==> src/rtl/piece_scan_ctrl_if.sv <==
// Request/result bundle between the move-request logic and the piece scan sequencer.
// The requester drives start/target/skip fields; the sequencer returns status and results.
interface piece_scan_ctrl_if;
  logic        start;
  logic [4:0]  target;
  logic        skip_en;
  logic [2:0]  skip_idx;
  logic        busy;
  logic        done;
  logic        hit;
  logic [2:0]  hit_idx;
  logic [19:0] occ;
  logic        err;

  modport master (
    output start, target, skip_en, skip_idx,
    input  busy, done, hit, hit_idx, occ, err
  );

  modport slave (
    input  start, target, skip_en, skip_idx,
    output busy, done, hit, hit_idx, occ, err
  );
endinterface

==> src/rtl/piece_scan_ctrl.sv <==
// Walks the piece-position mux one source per cycle, building the board occupancy map
// and testing whether the requested target cell is already taken.
module piece_scan_ctrl #(
  parameter int NUM_SRC = 6,
  parameter int CELLS   = 20
) (
  input  logic                clk,
  input  logic                rst,
  piece_scan_ctrl_if.slave    bus,
  output logic [2:0]          mux_sel,
  input  logic [4:0]          mux_dout
);

  localparam logic [4:0] CELLS_W = 5'(CELLS);
  localparam logic [2:0] LAST_SRC = 3'(NUM_SRC - 1);

  typedef enum logic [1:0] {IDLE, SCAN, DONE} state_t;

  state_t     state;
  logic [4:0] target_q;
  logic       skip_en_q;
  logic [2:0] skip_idx_q;
  logic       src_skipped;

  assign src_skipped = skip_en_q && (mux_sel == skip_idx_q);

  // An invalid target can never match, because only in-range positions reach the compare.
  always_ff @(posedge clk) begin
    if (rst) begin
      state      <= IDLE;
      mux_sel    <= 3'd0;
      bus.busy   <= 1'b0;
      bus.done   <= 1'b0;
      bus.hit    <= 1'b0;
      bus.hit_idx <= 3'd0;
      bus.occ    <= 20'd0;
      bus.err    <= 1'b0;
      target_q   <= 5'd0;
      skip_en_q  <= 1'b0;
      skip_idx_q <= 3'd0;
    end else begin
      case (state)
        IDLE: begin
          mux_sel  <= 3'd0;
          bus.busy <= 1'b0;
          bus.done <= 1'b0;
          if (bus.start) begin
            target_q    <= bus.target;
            skip_en_q   <= bus.skip_en;
            skip_idx_q  <= bus.skip_idx;
            bus.occ     <= 20'd0;
            bus.hit     <= 1'b0;
            bus.hit_idx <= 3'd0;
            bus.err     <= (bus.target >= CELLS_W);
            bus.busy    <= 1'b1;
            state       <= SCAN;
          end
        end

        SCAN: begin
          if (!src_skipped) begin
            if (mux_dout >= CELLS_W) begin
              bus.err <= 1'b1;
            end else begin
              bus.occ[mux_dout] <= 1'b1;
              if ((mux_dout == target_q) && !bus.hit) begin
                bus.hit     <= 1'b1;
                bus.hit_idx <= mux_sel;
              end
            end
          end
          if (mux_sel == LAST_SRC) begin
            mux_sel  <= 3'd0;
            bus.busy <= 1'b0;
            bus.done <= 1'b1;
            state    <= DONE;
          end else begin
            mux_sel <= mux_sel + 3'd1;
          end
        end

        DONE: begin
          bus.done <= 1'b0;
          state    <= IDLE;
        end

        default: begin
          state <= IDLE;
        end
      endcase
    end
  end

endmodule

==> src/flat_wrapper.sv <==
// flat-port wrapper written by rule: the top's interface ports become plain ports
module piece_scan_ctrl_flat 
#(
  parameter int NUM_SRC = 6,
  parameter int CELLS   = 20
)
  (clk, rst, mux_sel, mux_dout, bus_start, bus_target, bus_skip_en, bus_skip_idx, bus_busy, bus_done, bus_hit, bus_hit_idx, bus_occ, bus_err);
  piece_scan_ctrl_if bus_i ();
  input  logic clk;
  input  logic rst;
  output logic [2:0] mux_sel;
  input  logic [4:0] mux_dout;
  input wire logic [$bits(bus_i.start)-1:0] bus_start;
  input wire logic [$bits(bus_i.target)-1:0] bus_target;
  input wire logic [$bits(bus_i.skip_en)-1:0] bus_skip_en;
  input wire logic [$bits(bus_i.skip_idx)-1:0] bus_skip_idx;
  output wire logic [$bits(bus_i.busy)-1:0] bus_busy;
  output wire logic [$bits(bus_i.done)-1:0] bus_done;
  output wire logic [$bits(bus_i.hit)-1:0] bus_hit;
  output wire logic [$bits(bus_i.hit_idx)-1:0] bus_hit_idx;
  output wire logic [$bits(bus_i.occ)-1:0] bus_occ;
  output wire logic [$bits(bus_i.err)-1:0] bus_err;
  assign bus_i.start = bus_start;
  assign bus_i.target = bus_target;
  assign bus_i.skip_en = bus_skip_en;
  assign bus_i.skip_idx = bus_skip_idx;
  assign bus_busy = bus_i.busy;
  assign bus_done = bus_i.done;
  assign bus_hit = bus_i.hit;
  assign bus_hit_idx = bus_i.hit_idx;
  assign bus_occ = bus_i.occ;
  assign bus_err = bus_i.err;
  piece_scan_ctrl #(.NUM_SRC(NUM_SRC), .CELLS(CELLS)) u_core (.clk(clk), .rst(rst), .bus(bus_i), .mux_sel(mux_sel), .mux_dout(mux_dout));
endmodule
==> config.mk <==
export PLATFORM = sky130hd
export DESIGN_NAME = piece_scan_ctrl_flat
export DESIGN_NICKNAME = d
export VERILOG_FILES = /design/src/rtl/piece_scan_ctrl_if.sv /design/src/rtl/piece_scan_ctrl.sv /design/src/flat_wrapper.sv
export SDC_FILE = /design/constraint.sdc
export NUM_CORES = 1
export LEC_CHECK = 0
export ABC_AREA = 1
export CELL_PAD_IN_SITES_DETAIL_PLACEMENT = 0
export CELL_PAD_IN_SITES_GLOBAL_PLACEMENT = 2
export CORE_MARGIN = 1
export CORE_UTILIZATION = 27
export CTS_CLUSTER_SIZE = 30
export DETAILED_ROUTE_END_ITERATION = 8
export PLACE_DENSITY = 0.8
export SYNTH_ARGS = -nofsm -noshare
export SYNTH_HDL_FRONTEND = slang
export SYNTH_SLANG_ARGS = --single-unit
==> constraint.sdc <==
create_clock -name clk -period 1.63 [get_ports clk]
set_clock_uncertainty 0.2 [all_clocks]
set_input_delay 0.4075 -clock clk [delete_from_list [all_inputs] [get_ports clk]]
set_output_delay 0.4075 -clock clk [all_outputs]
set_load 0.005 [all_outputs]
# After elaboration in Yosys (flattened, before gate mapping)
# Cells that the tools add are included.
classes:
  div: 0
  n_shift: 0
  reduce_logical: 15
  n_addsub: 1
  muxes: 30
  n_lt_le_gt_ge: 4
  bitwise_logic: 1
  multipliers: 0
  n_eq_ne: 11
op_table:
  columns: ["operator", "n"]
  rows:
  - ["20-bit two-way mux", 3]
  - ["20-bit case mux with 2 select lines", 1]
  - ["20-bit OR", 1]
  - ["3-bit two-way mux", 5]
  - ["3-bit case mux with 2 select lines", 2]
  - ["1-bit two-way mux", 11]
  - ["5-bit greater-or-equal comparator, second input constant", 2]
  - ["1-bit case mux with 2 select lines", 4]
  - ["2-bit AND reduction", 4]
  - ["4-bit AND reduction", 2]
  - ["5-bit by 6-bit less-than comparator with 1-bit output, second input constant", 1]
  - ["2-bit by 1-bit inequality test with 1-bit output, second input constant", 3]
  - ["2-bit inequality test, second input constant", 3]
  - ["1-bit demux with 5-bit select", 1]
  - ["5-bit == test", 1]
  - ["5-bit by 1-bit greater-or-equal comparator with 1-bit output, second input constant", 1]
  - ["5-bit AND reduction", 1]
  - ["2-bit two-way mux", 2]
  - ["2-bit case mux with 2 select lines", 1]
  - ["2-bit nonzero test", 2]
  - ["3-bit by 1-bit adder with 3-bit output, second input constant", 1]
  - ["3-bit == test", 1]
  - ["3-bit == test, second input constant", 1]
  - ["1-bit logical AND", 3]
  - ["5 further kinds", 5]
word_totals:
  ramBits: 0
  out_inout_bits: 30
  n_memories: 0
  in_bits: 17
  wordCells: 73
  regBits: 41
  latch_bits: 0
  romBits: 0

# Depth between registers and ports, before layout
logic_depth:
  ltp_word: 8
  mapped_depth: 10
  ltp_nobuf: 10

# Worst setup path before layout
# OpenSTA, ideal clock, no wires.
synth_timing:
  kind: "reg-to-reg"
  from: "reg u_core.mux_sel[0]"
  to: "reg u_core.bus.hit"
  t_arrival_ps: 1145
  stages_incl_launch_ff: 11
  slack_ps: 141
  path_cell_list: "dfxtp_1 inv_1 nand2_1 nand2_1 nor2_1 nand2_2 nand2_2 nor2_8 buf_12 nand2_2 a21oi_2"
synth_between:
  elab_chain_len: 4
synth_rtl:
  columns: ["item", "line", "rtl"]
  rows:
  - ["start, declared", "piece_scan_ctrl.sv:10", "output logic [2:0] mux_sel,"]
  - ["start signal, assigned", "piece_scan_ctrl.sv:78", "mux_sel <= mux_sel + 3'd1;"]
  - ["3-bit == test", "piece_scan_ctrl.sv:25", "assign src_skipped = skip_en_q && (mux_sel == skip_idx_q);"]
  - ["1-bit logical AND", "piece_scan_ctrl.sv:25", null]
  - ["2-bit inequality test (no source line)", null, null]
  - ["5-bit AND reduction (no source line)", null, null]
  - ["end signal, assigned", "piece_scan_ctrl.sv:34", "bus.hit <= 1'b0;"]
  - ["end signal, assigned", "piece_scan_ctrl.sv:52", "bus.hit <= 1'b0;"]
  - ["end signal, assigned", "piece_scan_ctrl.sv:67", "bus.hit <= 1'b1;"]
  - ["end, declared", "piece_scan_ctrl_if.sv:22", "output busy, done, hit, hit_idx, occ, err"]
# No other way between the ends.
# A chain may end at the register's enable or synchronous reset.

# Final worst setup path
layout_timing:
  from: "in mux_dout[2]"
  to: "reg u_core.bus.occ[15]"
layout_between:
  elab_chain_len: 8
layout_rtl:
  columns: ["item", "line", "rtl"]
  rows:
  - ["start, declared", "flat_wrapper.sv:12", "input logic [4:0] mux_dout;"]
  - ["5-bit by 6-bit less-than comparator with 1-bit output (not written as such) / 5-bit by 1-bit greater-or-equal comparator with 1-bit output (equally long branches)", "piece_scan_ctrl.sv:65", "bus.occ[mux_dout] <= 1'b1;"]
  - ["1-bit logical AND (not written as such)", "piece_scan_ctrl.sv:65", null]
  - ["1-bit two-way mux (not written as such)", "piece_scan_ctrl.sv:65", null]
  - ["1-bit demux with 5-bit select", null, null]
  - ["20-bit OR (no source line)", null, null]
  - ["20-bit two-way mux", "piece_scan_ctrl.sv:62", "if (mux_dout >= CELLS_W) begin"]
  - ["20-bit two-way mux", "piece_scan_ctrl.sv:61", "if (!src_skipped) begin"]
  - ["20-bit case mux with 2 select lines", "piece_scan_ctrl.sv:42", "case (state)"]
  - ["end signal, assigned", "piece_scan_ctrl.sv:36", "bus.occ <= 20'd0;"]
  - ["end signal, assigned", "piece_scan_ctrl.sv:51", "bus.occ <= 20'd0;"]
  - ["end signal, assigned by index", "piece_scan_ctrl.sv:65", null]
  - ["end, declared", "piece_scan_ctrl_if.sv:22", null]
# Several ways; a longest one is shown, not always the timed one. The select of a mux whose other input is x is not followed.

==> run_results.csv <==
group,metric,value,unit
critical_path,crit_slowest_cell,"dlygate4sd2_1",
detailed_routing,vias,1794,
global_route,grt_max_degree,22,
sta,min_period_over_period,97.9,%
clock_tree,cts_buffers,5,
placed_design,io_buffers,46,
yosys,synthCells,262,
sta,tightest_slew,325,ps
floorplan,die_x,86.8,µm
yosys,synth-edff-count,0,
floorplan,die_h,86.8,µm
power_and_ir_drop,p_leak,1.28,nW
critical_path,cp.arrival,1620,ps
yosys,synth_top_area_share,42.3,%
yosys,synth_flop_cell,"dfxtp_1",
cells_and_area,seqCellArea,847,µm²
cells_and_area,layout-drive-gt1-share,36.0,%
yosys,synth-seq-cells,41,
sta,setup_violations,0,
global_route,antenna_found_initial,0,
power_and_ir_drop,p_total,2.18,mW
sta,whs,249,ps
critical_path,end_kind,"flop",
yosys,yosysWarnings,0,
cells_and_area,final_util,42.1,%
power_and_ir_drop,pwr_density_cell,754,nW/µm²
detailed_routing,firstDrtPassIters,4,
critical_path,critical_path_class,"input pin to flop",
clock_tree,cts_tree,"built",
detailed_routing,ant_nets,0,
detailed_routing,remaining_drc_errors,0,
global_route,grt_pass1_vias,1777,
run_status,status,"completed",
critical_path,critPathRequiredTime,1650,ps
detailed_routing,drt_wl_total,4730,µm
floorplan,io-pin-count,47,
yosys,syn-cell-area,1940,µm²
sta,period_minus_slack,1600,ps
cells_and_area,n_antenna_cell,0,
floorplan,core_area,6870,µm²
cells_and_area,multi_input_area,942,µm²
sta,max_freq,627,MHz
cells_and_area,fillers,740,
sta,slew_headroom,78.1,%
hold_path,worstHoldPathType,"flop to flop",
power_and_ir_drop,ir_drop,332,µV
cells_and_area,fin_nets,356,
critical_path,r2r_start,"u_core.mux_sel[0]$_SDFFE_PP0P_",
global_route,grt_pass1_wl,8050,µm
yosys,synth_cell_types,18,
clock_tree,h-tree-depth,2,
yosys,syn_area_per_cell,7.41,µm²
hold_path,min_from,"u_core.bus.occ[15]$_SDFFE_PP0P_",
critical_path,startpoint_type,"input pin",
clock_tree,cts.reportedPaths.clkPinSlew,70,ps
critical_path,crit_top_cell,"nand2_4",
placed_design,hpwl,3490,µm
clock_tree,hold_buffers,0,
yosys,async_reset_ff_share,0,%
cells_and_area,areaGrowthSynthToFinish,48.9,%
clock_tree,cts_sinks,41,
sta,rsz0062_at_grt,"yes",
clock_tree,clockRootBuffer,"clkbuf_8",
detailed_routing,post_drt_wl_per_cell,10.9,µm
sta,drv_slew,0,
global_route,grt_usage,13.9,%
yosys,syn-num-nets,279,
floorplan,die_area,7530,µm²
critical_path,cpPeakStageDelay,270,ps
placed_design,gp_congestion,0.791,
clock_tree,clkLatencyLatePin,290,ps
placed_design,post_dp_cell_area,2660,µm²
sta,hold_viol,0,
floorplan,rows,30,
yosys,yosysTopAreaCell,"dfxtp_1",
job,maxCapViolations,0,
critical_path,path_cells,"dlygate4sd2_1, inv_1, nand2_1, nand3_1, nand2_4, nor2_8, clkbuf_16, nand2_4, a21oi_2",
floorplan,initial_core_util,28.3,%
clock_tree,cts_buffer_depth,2,
critical_path,cp_max_fo,6,
global_route,grt-ovfl-total,0,
detailed_routing,vias_per_cell,4.12,
yosys,ys_seq_area_share,42.3,%
cells_and_area,stdcell_area,2890,µm²
detailed_routing,first_iter_violations,55,
critical_path,cp-startpoint,"mux_dout[2]",
yosys,yosys-top-cells-area,"dfxtp_1, a21oi_2, nand2_1",
-- cells by family (layout without fill, tap and decap cells) --
kind of cell	Yosys count	in the layout	synth area share, %
AND/OR/NAND/NOR	117	118	28.0
buffers and inverters	51	127	12.0
AO/OA/AOI/OAI	53	53	17.7
flip-flops	41	41	42.3
-- synth_stat cells (2+ instances only) --
master	number
a21oi_1	19
a21oi_2	20
buf_12	2
clkbuf_1	4
dfxtp_1	41
inv_1	40
inv_2	3
nand2_1	44
nand2_2	22
nand3_1	13
nor2_1	34
nor2_4	2
o21ai_0	13
-- report_power, final --
part / switching, mW / internal [mW] / leakage, nW
clock network: 0.331 / 0.336 / 0.0443
registers: 0.0218 / 1.05 / 0.344
logic: 0.234 / 0.212 / 0.890
-- state kept, by name, summed over array words and instances, names as in the netlist --
| name | cells |
|---|---|
| u_core.bus.busy | 1 |
| u_core.target_q | 5 |
| u_core.skip_en_q | 1 |
| u_core.mux_sel | 3 |
| u_core.skip_idx_q | 3 |
| u_core.bus.hit_idx | 3 |
| u_core.bus.done | 1 |
| u_core.bus.hit | 1 |
| u_core.bus.occ | 20 |
| u_core.state | 2 |
| u_core.bus.err | 1 |
-- worst max-delay path, delay by kind of cell --
kind | cells | cell delay (ps)
AOI/OAI and AO/OA | 1 | 110
and+or+nand+nor | 5 | 550
buffers and inverters | 3 | 550
-- layout by cell type (no fill, tap or decap), drive strengths merged --
cell	Yosys	layout
clkbuf	4	8
nand4	1	1
dfxtp	41	41
o21ai	13	13
nand2	66	66
buf	4	31
nor2	37	38
clkdlybuf4s50	0	10
a21oi	39	39
dlymetal6s2s	0	3
nand3	13	13
o211ai	1	1
dlygate4sd2	0	32
inv	43	43
-- timing repair --
| item | CTS | global route |
|---|---|---|
| gates cloned | 1 | 1 |
| resized for setup | 58 | 19 |
| endpoints found under the setup margin | 54 | 24 |
| buffers inserted | 5 | 3 |
| pin swaps | 6 | 11 |
-- metrics by stage --
stage	cells	TNS [ps]	setup WS [ps]
6_report	435	0	34.8
5_1_grt	435	-771	-67.2
4_1_cts	432	0	1.12
3_5_place_dp	419	-10620	-427
3_3_place_gp	419	-10070	-407
2_1_floorplan	262	0	141
-- routing by layer --
| layer | track usage (%) | wire length, µm | up-vias |
|---|---|---|---|
| li1 | - | - | 962 |
| met1 | 16.4 | 2210 | 785 |
| met2 | 24.8 | 2260 | 40 |
| met3 | 2.86 | 194 | 7 |
| met4 | 4.55 | 67 | 0 |
| met5 | 0 | 0 | - |
-- path summary, 6_finish.rpt --
kind                                           to  depth (start not counted)  slack, ps
setup reg to reg  u_core.bus.occ[15]$_SDFFE_PP0P_                         11         40
hold / removal    u_core.bus.occ[15]$_SDFFE_PP0P_                          2        250
hold reg to reg   u_core.bus.occ[15]$_SDFFE_PP0P_                          2        250
setup / recovery  u_core.bus.occ[15]$_SDFFE_PP0P_                          9         30
-- layout make-up --
cell class | instances | area share [%]
Multi-Input combinational cell | 171 | 32.6
Tap cell | 96 | 4.16
Clock buffer | 7 | 2.99
Sequential cell | 41 | 29.3
Timing Repair Buffer | 77 | 25.4
Inverter | 43 | 5.58
Power figures use the tool's default switching activity.
==> RTL edit (same flow settings) <==
`CELLS` is set to 20 in 2 places; all go to 19.
--- a/src/rtl/piece_scan_ctrl.sv
+++ b/src/rtl/piece_scan_ctrl.sv
@@ -2,7 +2,7 @@
 // and testing whether the requested target cell is already taken.
 module piece_scan_ctrl #(
   parameter int NUM_SRC = 6,
-  parameter int CELLS   = 20
+  parameter int CELLS   = 19
 ) (
   input  logic                clk,
   input  logic                rst,
--- a/src/flat_wrapper.sv
+++ b/src/flat_wrapper.sv
@@ -2,7 +2,7 @@
 module piece_scan_ctrl_flat 
 #(
   parameter int NUM_SRC = 6,
-  parameter int CELLS   = 20
+  parameter int CELLS   = 19
 )
   (clk, rst, mux_sel, mux_dout, bus_start, bus_target, bus_skip_en, bus_skip_idx, bus_busy, bus_done, bus_hit, bus_hit_idx, bus_occ, bus_err);
   piece_scan_ctrl_if bus_i ();
Check against the original RTL: not equivalent (Yosys sat finds a counterexample within 4 cycles, from zero or initial values and one cycle with rst high).
==> RTL edit against the original RTL <==
Clock power up 31%. Sequential cell count unchanged. Design area up 4.6%. Worst setup slack worse by 5.4 ps. Synthesized area up 1.1%. Wire length up 0.59%. Via count up 0.72%. Power up 12%. Highest routed layer unchanged.
==> RTL edit: results (changes against the original RTL) <==
metric	value	unit	change
Worst path top cell family by delay	simple AND/OR/NAND/NOR gates		was buffers and inverters
data arrival time of the worst path	1590	ps	was 1620 ps
Reg-to-Reg Start	u_core.mux_sel[0]$_SDFFE_PP0P_		unchanged
Mapped Nets	277		was 279
peak supply drop	0.000351	V	was 0.000332 V
Nets	357		was 356
hpwl dp	3470	um	was 3490 um
Port Buffers	46		unchanged
status	finished clean		unchanged
setup violators final	0		unchanged
root buffer cell	clkbuf_8		unchanged
min-delay worst type	reg -> reg		unchanged
synth warn	0		unchanged
# H-tree levels	2		unchanged
Post-synth top cells	41 x dfxtp_1, 41 x nand2_1, 37 x inv_1, 32 x nor2_1, 22 x nand2_2		was 44 x nand2_1, 41 x dfxtp_1, 40 x inv_1, 34 x nor2_1, 22 x nand2_2
synth top area cells	dfxtp_1 42%, a21oi_2 8.9%, nand2_1 7.8%		was dfxtp_1 42%, a21oi_2 9.0%, nand2_1 8.5%
largest net degree at the start of global routing	19		was 22
gpl congestion	0.805		was 0.791
Critical path origin	u_core.mux_sel[0]$_SDFFE_PP0P_		was mux_dout[2]
leakage	1.34	nW	was 1.28 nW
distinct cell type count after synthesis	22		was 18
layout cells sized above 1	40.8	%	was 36.0%
CP Max Fanout	4		was 6
first-pass GRT wire length	8160	um	was 8050 um
# diodes	0		unchanged
via count	1807		was 1,794
Placed Cells	419		unchanged
Worst-path clk slew	80	ps	
initial antenna violation count	0		unchanged
worst slack, placed	-501	ps	was -427 ps
Max Root-Sink Buffers	2		unchanged
HP Start	u_core.bus.occ[7]$_SDFFE_PP0P_		was u_core.bus.occ[15]$_SDFFE_PP0P_
Critical-path top delay cell	dfxtp_4		was dlygate4sd2_1
1st-iter DRT viols	53		was 55
Worst-Margin Slew	275	ps	was 325 ps
fin cells	437		was 435
wire per inst	10.9	um	about the same
Total GRT Usage	14.1	%	was 13.9%
Skew-Pair Late Insertion Delay	300	ps	
Post-Syn Instances	260		was 262
Worst path max stage delay	360	ps	was 270 ps
CTS Buf Count	5		unchanged
Async SR Flop Fraction	0	%	unchanged
sequential share of the synthesized area	41.8	%	was 42.3%
top flop regs	u_core.bus.occ (20), u_core.target_q (5)		unchanged
1st-pass router iterations	4		unchanged
hold_buf cts	0		unchanged
## RTL edit: cells by family (layout without fill, tap and decap cells)
logic type | after synthesis | after routing | synth area share (%)
AND/OR/NAND/NOR | 117 | 117 | 28.9
AO/OA/AOI/OAI | 53 | 53 | 18.0
flip-flops | 41 | 41 | 41.8
buffers and inverters | 49 | 130 | 11.2
## RTL edit: path summary, 6_finish.rpt
kind | endpoint | depth (start not counted) | slack [ps]
worst max-delay path | u_core.bus.hit_idx[1]$_SDFFE_PP0P_ | 11 | 30
worst max register to register | u_core.bus.hit_idx[1]$_SDFFE_PP0P_ | 11 | 30
worst min-delay path | u_core.bus.occ[7]$_SDFFE_PP0P_ | 2 | 250
worst min register to register | u_core.bus.occ[7]$_SDFFE_PP0P_ | 2 | 250
## RTL edit: through the flow
step	hold WS, ps	setup TNS, ps	util [%]	instance area [sq um]
final	249	0	43.8	3020
after global routing	268	-126	43.8	3020
after CTS	253	-268	43.9	3030
after detailed placement	247	-13180	39.1	2700
after global placement	239	-13050	39.1	2700
after floorplan	241	0	-	1960
## RTL edit: metal layers
layer	track usage, %	up-vias	wire length (um)
li1	-	974	-
met1	16.7	788	2160
met2	24.9	39	2360
met3	2.84	6	157
met4	5.37	0	68
met5	0	-	0
## RTL edit: timing repair
item	4_1_cts	5_1_grt
pin swaps	12	13
buffers inserted	11	0
endpoints found under the setup margin	54	20
gates cloned	2	0
resized for setup	86	10
## RTL edit: final cells by class
type                       instances  area, sq um
fill                             768         3880
clock inverter                     2         37.5
tap                               96          120
timing repair buffer              80          772
clock buffer                       6         82.6
sequential                        41          865
inverter                          42          158
multi-input combinational        170          990
## RTL edit: report_power, final
group	total [mW]	leakage [nW]	internal, mW	switching (mW)
registers	1.07	0.349	1.04	0.0263
logic	0.505	0.930	0.258	0.248
clock network	0.872	0.0574	0.498	0.374
